==> src/rtl/fifo_flush_pkg.sv <==
// Shared types and defaults for the FIFO pointer flush controller.
// Optional DRAIN timeout is enabled by defining FLUSH_TIMEOUT_EN.
package fifo_flush_pkg;

   typedef enum logic [1:0] {
      IDLE  = 2'd0,
      DRAIN = 2'd1,
      RESET = 2'd2,
      DONE  = 2'd3
   } flush_state_t;

   localparam int DEF_SETTLE_CYC  = 4;
   localparam int DEF_TIMEOUT_CYC = 1024;

   // One counter covers both windows, so size it for the longer one plus a spare bit.
   function automatic int cnt_width(input int settle, input int tmo);
      return $clog2((settle > tmo) ? settle : tmo) + 1;
   endfunction

endpackage

==> src/rtl/flush_cycle_counter.sv <==
// Saturating cycle counter shared by the settle window and the DRAIN timeout.
// Synchronous clear has priority over enable.
module flush_cycle_counter #(
   parameter int CNT_W = 4
) (
   input  logic             clk,
   input  logic             rst,
   input  logic             clear,
   input  logic             enable,
   output logic [CNT_W-1:0] count
);

   localparam logic [CNT_W-1:0] ONE = {{(CNT_W-1){1'b0}}, 1'b1};

   // Saturates at all-ones so a long dwell never wraps back to a matching value.
   always_ff @(posedge clk or negedge rst) begin
      if (!rst)
         count <= '0;
      else if (clear)
         count <= '0;
      else if (enable && (count != '1))
         count <= count + ONE;
   end

endmodule

==> src/rtl/fifo_flush_ctrl.sv <==
// Flush sequencer for a Gray-coded FIFO pointer pair: block writes, drain, reset pointers, handshake.
// Define FLUSH_TIMEOUT_EN to bound the DRAIN phase to TIMEOUT_CYC cycles.
module fifo_flush_ctrl
   import fifo_flush_pkg::*;
#(
   parameter int PTR_W       = 32,
   parameter int SETTLE_CYC  = DEF_SETTLE_CYC,
   parameter int TIMEOUT_CYC = DEF_TIMEOUT_CYC
) (
   input  logic             clk,
   input  logic             rst,
   input  logic             flush_req,
   output logic             flush_ack,
   output logic             busy,
   input  logic             wr_req,
   output logic             wr_en,
   input  logic [PTR_W-1:0] wr_ptr_gray,
   input  logic [PTR_W-1:0] rd_ptr_gray_sync,
   output logic             ptr_rst_n,
   output logic             timeout
);

   localparam int CNT_W = cnt_width(SETTLE_CYC, TIMEOUT_CYC);
   localparam logic [CNT_W-1:0] SETTLE_LAST = CNT_W'(SETTLE_CYC - 1);
`ifdef FLUSH_TIMEOUT_EN
   localparam logic [CNT_W-1:0] TIMEOUT_LAST = CNT_W'(TIMEOUT_CYC - 1);
   logic set_timeout;
`endif

   flush_state_t state;
   flush_state_t next_state;
   logic [CNT_W-1:0] cnt;
   logic ptr_match;

   assign ptr_match = (wr_ptr_gray == rd_ptr_gray_sync);
   assign wr_en     = wr_req & (state == IDLE);

   flush_cycle_counter #(
      .CNT_W (CNT_W)
   ) u_cnt (
      .clk    (clk),
      .rst    (rst),
      .clear  (next_state != state),
      .enable ((state == DRAIN) || (state == RESET)),
      .count  (cnt)
   );

   // A pointer match wins over a timeout landing on the same cycle.
   always_comb begin
      next_state = state;
`ifdef FLUSH_TIMEOUT_EN
      set_timeout = 1'b0;
`endif
      case (state)
         IDLE:  if (flush_req) next_state = DRAIN;
         DRAIN: begin
            if (ptr_match)
               next_state = RESET;
`ifdef FLUSH_TIMEOUT_EN
            else if (cnt == TIMEOUT_LAST) begin
               next_state  = RESET;
               set_timeout = 1'b1;
            end
`endif
         end
         RESET: if (cnt == SETTLE_LAST) next_state = DONE;
         DONE:  if (!flush_req) next_state = IDLE;
         default: next_state = IDLE;
      endcase
   end

   // Outputs are decoded from the next state so they change on the same edge as the state.
   always_ff @(posedge clk or negedge rst) begin
      if (!rst) begin
         state     <= IDLE;
         flush_ack <= 1'b0;
         busy      <= 1'b0;
         ptr_rst_n <= 1'b1;
      end else begin
         state     <= next_state;
         flush_ack <= (next_state == DONE);
         busy      <= (next_state != IDLE);
         ptr_rst_n <= (next_state != RESET);
      end
   end

`ifdef FLUSH_TIMEOUT_EN
   // Sticky until the next flush starts, so software can inspect why the last one ended.
   always_ff @(posedge clk or negedge rst) begin
      if (!rst)
         timeout <= 1'b0;
      else if ((state == IDLE) && (next_state == DRAIN))
         timeout <= 1'b0;
      else if (set_timeout)
         timeout <= 1'b1;
   end
`else
   assign timeout = 1'b0;
`endif

endmodule

==> config.mk <==
export PLATFORM = sky130hd
export DESIGN_NAME = fifo_flush_ctrl
export DESIGN_NICKNAME = d
export VERILOG_FILES = /design/src/rtl/fifo_flush_pkg.sv /design/src/rtl/flush_cycle_counter.sv /design/src/rtl/fifo_flush_ctrl.sv
export SDC_FILE = /design/constraint.sdc
export NUM_CORES = 1
export LEC_CHECK = 0
export BUFFER_PORTS_ARGS = -buffer_cell sky130_fd_sc_hd__buf_2
export CORE_MARGIN = 8
export CORE_UTILIZATION = 50
export DETAILED_ROUTE_END_ITERATION = 8
export GPL_ROUTABILITY_DRIVEN = 0
export PLACE_DENSITY = 0.86
export SYNTH_ARGS = -nofsm -noshare
export SYNTH_HDL_FRONTEND = slang
export SYNTH_SLANG_ARGS = --single-unit
==> constraint.sdc <==
create_clock -name clk -period 3 [get_ports clk]
set_input_delay 0 -clock clk [delete_from_list [all_inputs] [get_ports clk]]
set_output_delay 0 -clock clk [all_outputs]
set_load 0.05 [all_outputs]
==> results.sh <==
export IMPL_hold_violations=0
export IMPL_detailed_place_hpwl_um=3360
export IMPL_port_buffers=71
export IMPL_synth_edff_count=0
export IMPL_cpLargestDelayFamily="simple AND/OR/NAND/NOR gates"
export IMPL_met1_length_um=1410
export IMPL_timing_fmax_ghz=0.403
export IMPL_seq_area_frac_synth=0.274
export IMPL_drt_iter0_drc=47
export IMPL_cts_clk_slew_worst_paths_ns=0.09
export IMPL_path_cells="inv_1, ha_1, a21o_1, a21oi_1, a31oi_1, nor3_2, nor3_1"
export IMPL_grt_pass1_wl_um=6400
export IMPL_worst_slack_ns=0.521
export IMPL_peakVddDrop_mv=1.38
export IMPL_drt_antenna_violating_nets=0
export IMPL_wl_met3_um=413
export IMPL_drc=0
export IMPL_io_pins=73
export IMPL_fp_dieH_um=70.2
export IMPL_ys_warn_count=0
export IMPL_yosys_register_bits=16
export IMPL_top_layer_used="met4"
export IMPL_yosys_cell_types_count=41
export IMPL_tightest_slew_ns=0.979
export IMPL_skew_ns=0.00133
export IMPL_vias=1381
export IMPL_worstSetupEndpointType="flip-flop"
export IMPL_drv_cap=0
export IMPL_syn_mean_instance_area_um2=9.78
export IMPL_grt_start_max_net_pins=17
export IMPL_start_util=0.527
export IMPL_cp_arrival_ns=2.61
export IMPL_grt_pass1_vias=1534
export IMPL_syn2layout_area_growth_pct=27.9
export IMPL_r2r_start="state[0]$_DFF_PN0_"
export IMPL_min_period_over_period=0.826
export IMPL_cp_slowest_cell="nor3_2"
export IMPL_multi_input_area_um2=1020
export IMPL_rows=19
export IMPL_insertion_delay_ns=0.28
export IMPL_wl_per_cell_um=15.5
export IMPL_p_leak_uw=0.000887
export IMPL_slowest_delay_ns=0.76
export IMPL_core_area_um2=2780
export IMPL_post_cts_resized=0
export IMPL_cp_max_fo=11
export IMPL_startpoint_type="flip-flop"
export IMPL_wl_met2_um=2050
export IMPL_cts_sinks=16
export IMPL_antenna_found_initial=0
export IMPL_fin_tns_setup_ns=0
export IMPL_r2r_end="u_cnt.count[7]$_DFFE_PN0P_"
export IMPL_final_fill_count=216
export IMPL_async_flop_share=1.00
export IMPL_via_per_inst=5.46
export IMPL_path_buf_inv=1
export IMPL_root_buffer="clkbuf_4"
export IMPL_powerDensity_nw_per_um2=1360
export IMPL_slew_headroom=0.344
export IMPL_cts_inserted_buffers=3
export IMPL_setup_viol=0
export IMPL_tritoncts="done"
export IMPL_drv_slew=0
export IMPL_syn_cell_area_um2=1470
export IMPL_diodes=0
export IMPL_clock_path_buffers=2
export IMPL_htreeDepth=1
export IMPL_grt_remaining_overflow=0
export IMPL_die_width_um=70.2
export IMPL_dp_slack_ns=0.544
export IMPL_status="completed"
export IMPL_reg2reg_slack_ns=0.52
export IMPL_die_area_um2=4920
export IMPL_fin_crit_ns=2.48
export IMPL_hold_class="input port to async pin"
export IMPL_critPathKind="flip-flop to flip-flop"
export IMPL_synth_fp_nets=224
export IMPL_final_nets=297
export IMPL_utilization=0.674
export IMPL_rr_worst_depth=7
export IMPL_track_usage=0.155
export IMPL_drt_wl_total_um=3920
export IMPL_seqCellArea_um2=402
export IMPL_rsz0062_at_grt="no"
export IMPL_syn_inst=150
export IMPL_layout_drive_gt1_share=0.432
export IMPL_required_ns=3.13
export IMPL_drt_pass1_iterations=4
export IMPL_synth_ff_type="dfrtp_1"
[through the flow]
step | area (um2) | hold slack [ns] | cells | total power [uW]
2_1_floorplan | 1470 | -0.296 | 150 | 2070
4_1_cts | 1880 | 0.141 | 253 | 2580
3_3_place_gp | 1830 | -0.0795 | 248 | 2310
6_report | 1880 | 0.141 | 253 | 2550
3_5_place_dp | 1830 | -0.0811 | 248 | 2410
5_1_grt | 1880 | 0.163 | 253 | 2800
[layout make-up]
| cell class | count | share of cell area |
|---|---|---|
| Clock buffer | 4 | 0.0193 |
| Inverter | 4 | 0.00801 |
| Multi-Input combinational cell | 126 | 0.543 |
| Sequential cell | 16 | 0.214 |
| Tap cell | 31 | 0.0207 |
| Timing Repair Buffer | 72 | 0.195 |
[worst max-delay path by stage]
stage,slack (ns),end,from,depth (start not counted)
6_report,0.52,u_cnt.count[7]$_DFFE_PN0P_,state[0]$_DFF_PN0_,7
5_1_grt,0.31,u_cnt.count[7]$_DFFE_PN0P_,state[0]$_DFF_PN0_,7
4_1_cts,0.54,u_cnt.count[7]$_DFFE_PN0P_,state[0]$_DFF_PN0_,7
3_5_place_dp,0.54,u_cnt.count[7]$_DFFE_PN0P_,state[0]$_DFF_PN0_,7
3_3_place_gp,0.66,u_cnt.count[7]$_DFFE_PN0P_,state[0]$_DFF_PN0_,7
2_1_floorplan,1.13,u_cnt.count[0]$_DFFE_PN0P_,state[0]$_DFF_PN0_,8
[cells in the mapped netlist, drive strengths merged, types with 4 or more instances]
library cell  number  area share
ha                 6       0.051
dfrtp             15        0.26
nor3              17       0.096
xor2              36        0.22
nor2               4       0.010
xnor2              5       0.030
nand4              4       0.026
nand3              7       0.024
nor4               9       0.066
a21oi              5       0.017
nand2              6       0.015
inv                4       0.010
o21ai              4       0.014
buf                4       0.021
[power by group]
part | leakage [uW] | internal (uW) | switching, uW | total (uW)
clock network | 0.0000210 | 73.9 | 66.3 | 140
logic | 0.000714 | 925 | 1040 | 1970
registers | 0.000152 | 345 | 102 | 447
[sequential cells by signal, indices dropped and copies added, names as in the netlist]
| signal | flops |
|---|---|
| flush_ack | 1 |
| busy | 1 |
| ptr_rst_n | 1 |
| u_cnt.count | 11 |
| state | 2 |
[cells in the final DEF, fill, tap and decap left out, types with 2 or more instances in the layout]
cell,count
nand4_2,2
nor2_1,4
nand4_1,2
buf_2,71
a31oi_1,2
xor2_1,36
clkbuf_4,3
dfrtp_1,15
nor3_2,11
nand3_1,7
ha_1,6
xnor2_1,5
nor3_1,6
nor4_2,4
o21ai_0,4
and2_1,2
nand2_1,6
inv_1,4
o21bai_1,2
nor4_1,4
a21oi_1,5
[metal layers]
metal  vias up  track usage
li1        682            -
met1       638        0.132
met2        57        0.301
met3         4       0.0833
met4         0       0.0402
met5         -            0
[cells by family after synthesis]
| logic type | share of synthesized area |
|---|---|
| AND/OR/NAND/NOR | 0.282 |
| XOR/XNOR | 0.245 |
| AO/OA/AOI/OAI | 0.108 |
| flip-flops | 0.274 |
| buffers and inverters | 0.0316 |
| adder cells (fa/ha/maj) | 0.0512 |
| other | 0.00256 |
| multiplexers | 0.00683 |
[what timing repair did]
item	4_1_cts	5_1_grt
hold buffers	1	0
hold endpoints to repair	16	0
buffers inserted	0	0
No activity file was read; power rests on OpenSTA's default activity.
